[src/rtl/ccsds123_sa_encoder.sv]
// ccsds123_sa_encoder
//   Sample-adaptive Golomb-power-of-2 entropy coder for CCSDS-123 mapped
//   residuals arriving in BIP order (z fastest, then x, then y).
//   One per-band accumulator sigma[z] and one shared counter gamma.
//   Two-stage pipeline: stage 1 picks k and adapts state, stage 2 forms the
//   length-prefixed codeword. Fixed 2-cycle latency, no backpressure.
// Ports:
//   clk, aresetn        clock, async active-low reset
//   res, res_valid      mapped residual input, accepted every valid cycle
//   cw_bits, cw_len     right-aligned codeword, MSB (bit cw_len-1) sent first
//   cw_valid, cw_last   codeword strobe; cw_last marks the image's final sample
module ccsds123_sa_encoder #(
  parameter int NX         = 4,
  parameter int NY         = 4,
  parameter int NZ         = 16,
  parameter int D          = 16,
  parameter int UMAX       = 18,
  parameter int GAMMA0     = 1,
  parameter int GAMMA_STAR = 5,
  parameter int KZ         = 3
) (
  input  logic               clk,
  input  logic               aresetn,
  input  logic [D-1:0]       res,
  input  logic               res_valid,
  output logic [UMAX+D-1:0]  cw_bits,
  output logic [6:0]         cw_len,
  output logic               cw_valid,
  output logic               cw_last
);

  localparam int NPIX   = NX * NY;
  localparam int CW     = UMAX + D;
  localparam int SW     = D + GAMMA_STAR;
  localparam int GW     = GAMMA_STAR + 1;
  localparam int ZW     = (NZ > 1) ? $clog2(NZ) : 1;
  localparam int TW     = (NPIX > 1) ? $clog2(NPIX) : 1;
  localparam int KW     = $clog2(D);
  localparam int STAGES = 2;

  localparam logic [SW-1:0] SIGMA_INIT = SW'(((3 * (1 << (KZ + 6)) - 49) * (1 << GAMMA0)) / 128);
  localparam logic [GW-1:0] GAMMA_INIT = GW'(1 << GAMMA0);
  localparam logic [GW-1:0] GAMMA_MAX  = GW'((1 << GAMMA_STAR) - 1);

  typedef struct packed {
    logic [D-1:0]  delta;
    logic [KW-1:0] k;
    logic          first;
    logic          last;
  } s1_t;

  logic [ZW-1:0]           z;
  logic [TW-1:0]           t;
  logic [GW-1:0]           gamma;
  logic [NZ-1:0][SW-1:0]   sigma;
  s1_t                     s1;
  logic [STAGES:1]         vld_pipe;

  logic                    z_end, last_smp;
  logic [SW-1:0]           sig_rd, sig_nx;
  logic [SW:0]             t_sum, acc;
  logic [GW+5:0]           g49;
  logic [KW-1:0]           k_calc;

  assign z_end    = (z == ZW'(NZ - 1));
  assign last_smp = z_end && (t == TW'(NPIX - 1));

  // Stage 1 combinational: k selection and next accumulator value.
  always_comb begin
    sig_rd = sigma[z];
    g49    = (GW+6)'(gamma) * (GW+6)'(49);
    t_sum  = (SW+1)'(sig_rd) + (SW+1)'(g49 >> 7);
    // Gamma*2^k <= T is monotonic in k, so the last hit is the largest k;
    // when 2*Gamma > T no i>0 hits and k stays 0.
    k_calc = '0;
    for (int i = 0; i <= D - 2; i++)
      if (((SW+D)'(gamma) << i) <= (SW+D)'(t_sum)) k_calc = KW'(i);
    acc = (SW+1)'(sig_rd) + (SW+1)'(res);
    if (gamma < GAMMA_MAX) sig_nx = acc[SW-1:0];
    else                   sig_nx = SW'((acc + (SW+1)'(1)) >> 1);
  end

  always_ff @(posedge clk or negedge aresetn) begin
    if (!aresetn) begin
      z        <= '0;
      t        <= '0;
      gamma    <= GAMMA_INIT;
      sigma    <= {NZ{SIGMA_INIT}};
      s1       <= '0;
      vld_pipe <= '0;
    end else begin
      vld_pipe <= {vld_pipe[STAGES-1:1], res_valid};
      if (res_valid) begin
        s1 <= '{delta: res, k: k_calc, first: (t == '0), last: last_smp};
        if (last_smp) begin
          // Image boundary: state returns to its reset values.
          z     <= '0;
          t     <= '0;
          gamma <= GAMMA_INIT;
          sigma <= {NZ{SIGMA_INIT}};
        end else begin
          // First pixel is raw-coded and does not train the statistics.
          if (t != '0) begin
            sigma[z] <= sig_nx;
            if (z_end)
              gamma <= (gamma < GAMMA_MAX) ? gamma + GW'(1) : (gamma + GW'(1)) >> 1;
          end
          if (z_end) begin
            z <= '0;
            t <= t + TW'(1);
          end else begin
            z <= z + ZW'(1);
          end
        end
      end
    end
  end

  // Stage 2 combinational: codeword formation.
  logic [D-1:0]  u, lsb_mask;
  logic [CW-1:0] bits_nx;
  logic [6:0]    len_nx;

  always_comb begin
    u        = s1.delta >> s1.k;
    lsb_mask = (D'(1) << s1.k) - D'(1);
    if (s1.first) begin
      bits_nx = CW'(s1.delta);
      len_nx  = 7'(D);
    end else if (32'(u) < 32'(UMAX)) begin
      // u zeros, a terminating 1, then k LSBs; leading zeros are implicit.
      bits_nx = (CW'(1) << s1.k) | CW'(s1.delta & lsb_mask);
      len_nx  = 7'(u) + 7'(s1.k) + 7'd1;
    end else begin
      // Escape: UMAX zeros then delta in D bits.
      bits_nx = CW'(s1.delta);
      len_nx  = 7'(CW);
    end
  end

  always_ff @(posedge clk or negedge aresetn) begin
    if (!aresetn) begin
      cw_bits <= '0;
      cw_len  <= '0;
      cw_last <= 1'b0;
    end else if (vld_pipe[1]) begin
      cw_bits <= bits_nx;
      cw_len  <= len_nx;
      cw_last <= s1.last;
    end else begin
      cw_last <= 1'b0;
    end
  end

  assign cw_valid = vld_pipe[STAGES];

endmodule

[config.mk]
export PLATFORM = sky130hd
export DESIGN_NAME = ccsds123_sa_encoder
export DESIGN_NICKNAME = d
export VERILOG_FILES = /design/src/rtl/ccsds123_sa_encoder.sv
export SDC_FILE = /design/constraint.sdc
export NUM_CORES = 1
export LEC_CHECK = 0
export CORE_MARGIN = 10
export CORE_UTILIZATION = 48
export CTS_CLUSTER_DIAMETER = 30
export DETAILED_ROUTE_END_ITERATION = 6
export GPL_TIMING_DRIVEN = 0
export PLACE_DENSITY = 0.7
export SKIP_CTS_REPAIR_TIMING = 1
export SYNTH_ARGS = -nofsm -noshare
export SYNTH_HDL_FRONTEND = slang
export SYNTH_SLANG_ARGS = --single-unit
[constraint.sdc]
create_clock -name clk -period 8.2 [get_ports clk]
set_clock_uncertainty 0.15 [all_clocks]
set_input_delay 2.05 -clock clk [delete_from_list [all_inputs] [get_ports clk]]
set_output_delay 2.05 -clock clk [all_outputs]
set_load 0.005 [all_outputs]
==> results.tsv, run 1 <==
stage	metric	value	unit
run_status	outcome	finished, violations left	
run_status	violations	DRC	
yosys	yosysUniqueCellTypes	113	
sta	setup_viol	0	
floorplan	dieArea	59440	um^2
critical_path	arrival	8290	ps
final_layout	synthToLayoutAreaGrowth	18.60	%
sta	final-hold-violation-count	0	
sta	relSlewSlack	0.2045	
clock_tree	numCtsBuffers	86	
critical_path	r2r-start	z[1]$_DFFE_PN0P_	
sta	tightest_slew	1193	ps
detailed_routing	vias	21139	
grt	grt.total_usage	0.2616	
floorplan	io_pins	62	
final_layout	final_util	0.5789	
run	cap_violations	0	
yosys	ys_ff_latch	398	
yosys	netlist_area	24040	um^2
detailed_routing	wl_per_cell	24.04	um
worst_hold_path	hold_end	vld_pipe[2]$_DFF_PN0_	
clock_tree	root_buffer	clkbuf_16	
final_layout	drive_gt1_frac	0.1608	
grt	globalRoute.totalOverflow	0	
detailed_routing	drc_errors	1	
yosys	ys_async_sr_fraction	1.000	
worst_hold_path	hold_path_depth	0	
critical_path	worst_setup_path_end_kind	register	
grt	grt_pass1_wl	123100	um
final_layout	fillCellCount	4194	
yosys	ys_seq_area_frac	0.4177	
placement	gp_congestion	0.9590	
sta	min_period_over_period	0.9712	
detailed_routing	detail_route.iter0.violations	2437	
sta	fmax	0.1256	GHz
critical_path	critPathKind	reg -> reg	
detailed_routing	vias_per_cell	6.453	
critical_path	reg2reg_slack	240	ps
clock_tree	clk_latency	630	ps
clock_tree	clk_path_buf_depth	3	
final_layout	final_cell_mix	o21ai_0 (405), dfrtp_1 (333), nand3_1 (221), nand2_1 (173), clkbuf_1 (157)	
final_layout	final_common_cell	o21ai_0	
placement	dpl_cell_area	25450	um^2
yosys	synth_cells	2391	
final_layout	multi_input_area	12930	um^2
grt	antenna_found_initial	0	
clock_tree	clkTransAtPathRegs	50	ps
final_layout	diodes	0	
floorplan	die_y	243.8	um
floorplan	rows	81	
floorplan	start_util	0.4881	
floorplan	die_x	243.8	um
yosys	synth_edf_count	0	
yosys	avgSynthCellArea	10.05	um^2
grt	grt_max_degree	118	
critical_path	startpoint_type	register	
final_layout	register_area	10040	um^2
yosys	synthFlopType	dfrtp_1	
detailed_routing	antenna_left	0	
placement	port_buffers	43	
final_layout	fin_area	28510	um^2
clock_tree	cts_tree	yes	
critical_path	r2r_end	sigma[310]$_DFFE_PN0P_	
critical_path	path_max_fanout	10	
clock_tree	clock-sinks	398	
grt	grt_pass1_vias	21316	
critical_path	worstRegToRegCells	21	
placement	dp_hpwl	56670	um
detailed_routing	drt_wl_total	78760	um
floorplan	core_area	49250	um^2
sta	rsz0062_at_grt	no	
clock_tree	cts_max_level	3	
worst_hold_path	hp-class	reg -> reg	
sta	fin_crit	7964	ps
sta	maxSlewViolCount	0	
yosys	ys_warn_count	0	
detailed_routing	drtPass1Iterations	7	
sta	fin_setup_tns	0	ps
worst_hold_path	hp-start	vld_pipe[1]$_DFF_PN0_	
final_layout	fin_nets	2697	
critical_path	crit_required	8520	ps
==> how the worst max path moves through the flow <==
stage                                    start                     end  slack [ps]  cells past startpoint
after global placement                 aresetn       s1[6]$_DFFE_PN0P_      -12110                      1
after floorplan           gamma[2]$_DFFE_PN0P_       s1[3]$_DFFE_PN0P_        1700                     27
after CTS                     z[1]$_DFFE_PN0P_       s1[3]$_DFFE_PN0P_         -70                     25
after detailed placement      z[1]$_DFFE_PN0P_       s1[3]$_DFFE_PN0P_         -30                     25
final                         z[1]$_DFFE_PN0P_  sigma[310]$_DFFE_PN0P_         240                     21
after global routing          z[1]$_DFFE_PN0P_  sigma[100]$_DFFE_PN0P_          20                     21
==> cells by family after synthesis <==
logic type | count (synthesis) | synth area share
XOR/XNOR | 57 | 0.02196
buffers and inverters | 239 | 0.04981
multiplexers | 146 | 0.1144
flip-flops | 398 | 0.4177
adder cells (fa/ha/maj) | 139 | 0.07328
AND/OR/NAND/NOR | 698 | 0.1455
other | 1 | 0.0001560
AO/OA/AOI/OAI | 713 | 0.1772
==> metrics by stage <==
step / worst slack [ps] / hold slack (ps) / std cells
2_1_floorplan: 1699 / 201.9 / 2408
3_3_place_gp: -12110 / 218.3 / 3115
3_5_place_dp: -32.14 / 222.1 / 3118
4_1_cts: -74.80 / 244.1 / 3276
5_1_grt: 20.47 / 251.7 / 3276
6_report: 236.1 / 238.3 / 3276
==> area by class of cell <==
type	instances	area share
Tap cell	664	0.02914
Clock inverter	39	0.02019
Buffer	195	0.03638
Multi-Input combinational cell	1771	0.4534
Sequential cell	398	0.3522
Timing Repair Buffer	46	0.01817
Clock buffer	119	0.08479
Inverter	44	0.005793
==> flip-flops by register name, indices dropped and copies added (netlist names) <==
| signal | count |
|---|---|
| cw_bits | 16 |
| cw_last | 1 |
| cw_len | 7 |
| gamma | 6 |
| s1 | 22 |
| sigma | 336 |
| t | 4 |
| vld_pipe | 2 |
| z | 4 |
==> routing by layer <==
metal	part of all wire	vias up	GRT usage
met2	0.47	1187	0.4273
met3	0.093	232	0.05755
li1	-	9173	-
met5	0	-	0
met1	0.39	10547	0.3286
met4	0.041	0	0.1140
==> worst max-delay path, cell delays in order, from the launching register on <==
cell and delay [ps]:
dfrtp_1 390, buf_4 240, buf_6 210, buf_2 440, buf_2 500, clkbuf_2 410
mux4_2 420, mux4_2 560, ha_1 240, fa_1 400, a21o_1 190, a21o_1 250
a2111oi_2 480, o31a_1 230, xor2_1 120, a2111oi_0 500, and4_1 350, nor4b_2 380
mux2i_1 130, o21ai_1 560, clkbuf_1 450, o21ai_0 170
==> cell usage after synthesis (6+ instances only) <==
cell,number,share of area
and2_1,14,0.0036
buf_4,23,0.0072
nand4_1,27,0.0070
dfstp_2,65,0.071
a32oi_1,6,0.0022
nor3_1,21,0.0044
o22ai_1,8,0.0021
buf_2,6,0.0012
nor2b_1,17,0.0044
a31o_2,6,0.0022
xnor2_1,33,0.012
buf_12,6,0.0050
nand3_1,221,0.046
clkbuf_1,138,0.022
clkbuf_8,6,0.0034
and4_1,7,0.0026
buf_1,10,0.0016
dfrtp_1,333,0.35
a22oi_1,26,0.0081
nand2_2,6,0.0016
o21a_1,13,0.0041
mux4_2,80,0.075
a21oi_1,107,0.022
or3_1,6,0.0016
a211oi_1,8,0.0025
a31oi_1,13,0.0034
inv_1,41,0.0064
nand2b_1,15,0.0039
nor4_1,11,0.0029
mux4_1,16,0.017
and3_1,26,0.0068
nor2_1,117,0.018
mux2_2,23,0.011
a31o_1,6,0.0022
a22o_1,6,0.0022
mux2i_1,27,0.011
o21ai_1,10,0.0021
a21o_1,24,0.0075
ha_1,132,0.069
nand2_1,173,0.027
o21ai_0,405,0.084
xor2_1,21,0.0077
Power of run 1 is not shown: default switching activity piles up to over one toggle a cycle in this logic, so the estimate is an artifact.
==> inputs of run 2 (changes only) <==
TNS_END_PERCENT = 30   (was unset)
==> results of run 2 <==
Final layout, timing and power as in run 1 (identical DEF).
Power of run 2 is left out for the same reason.
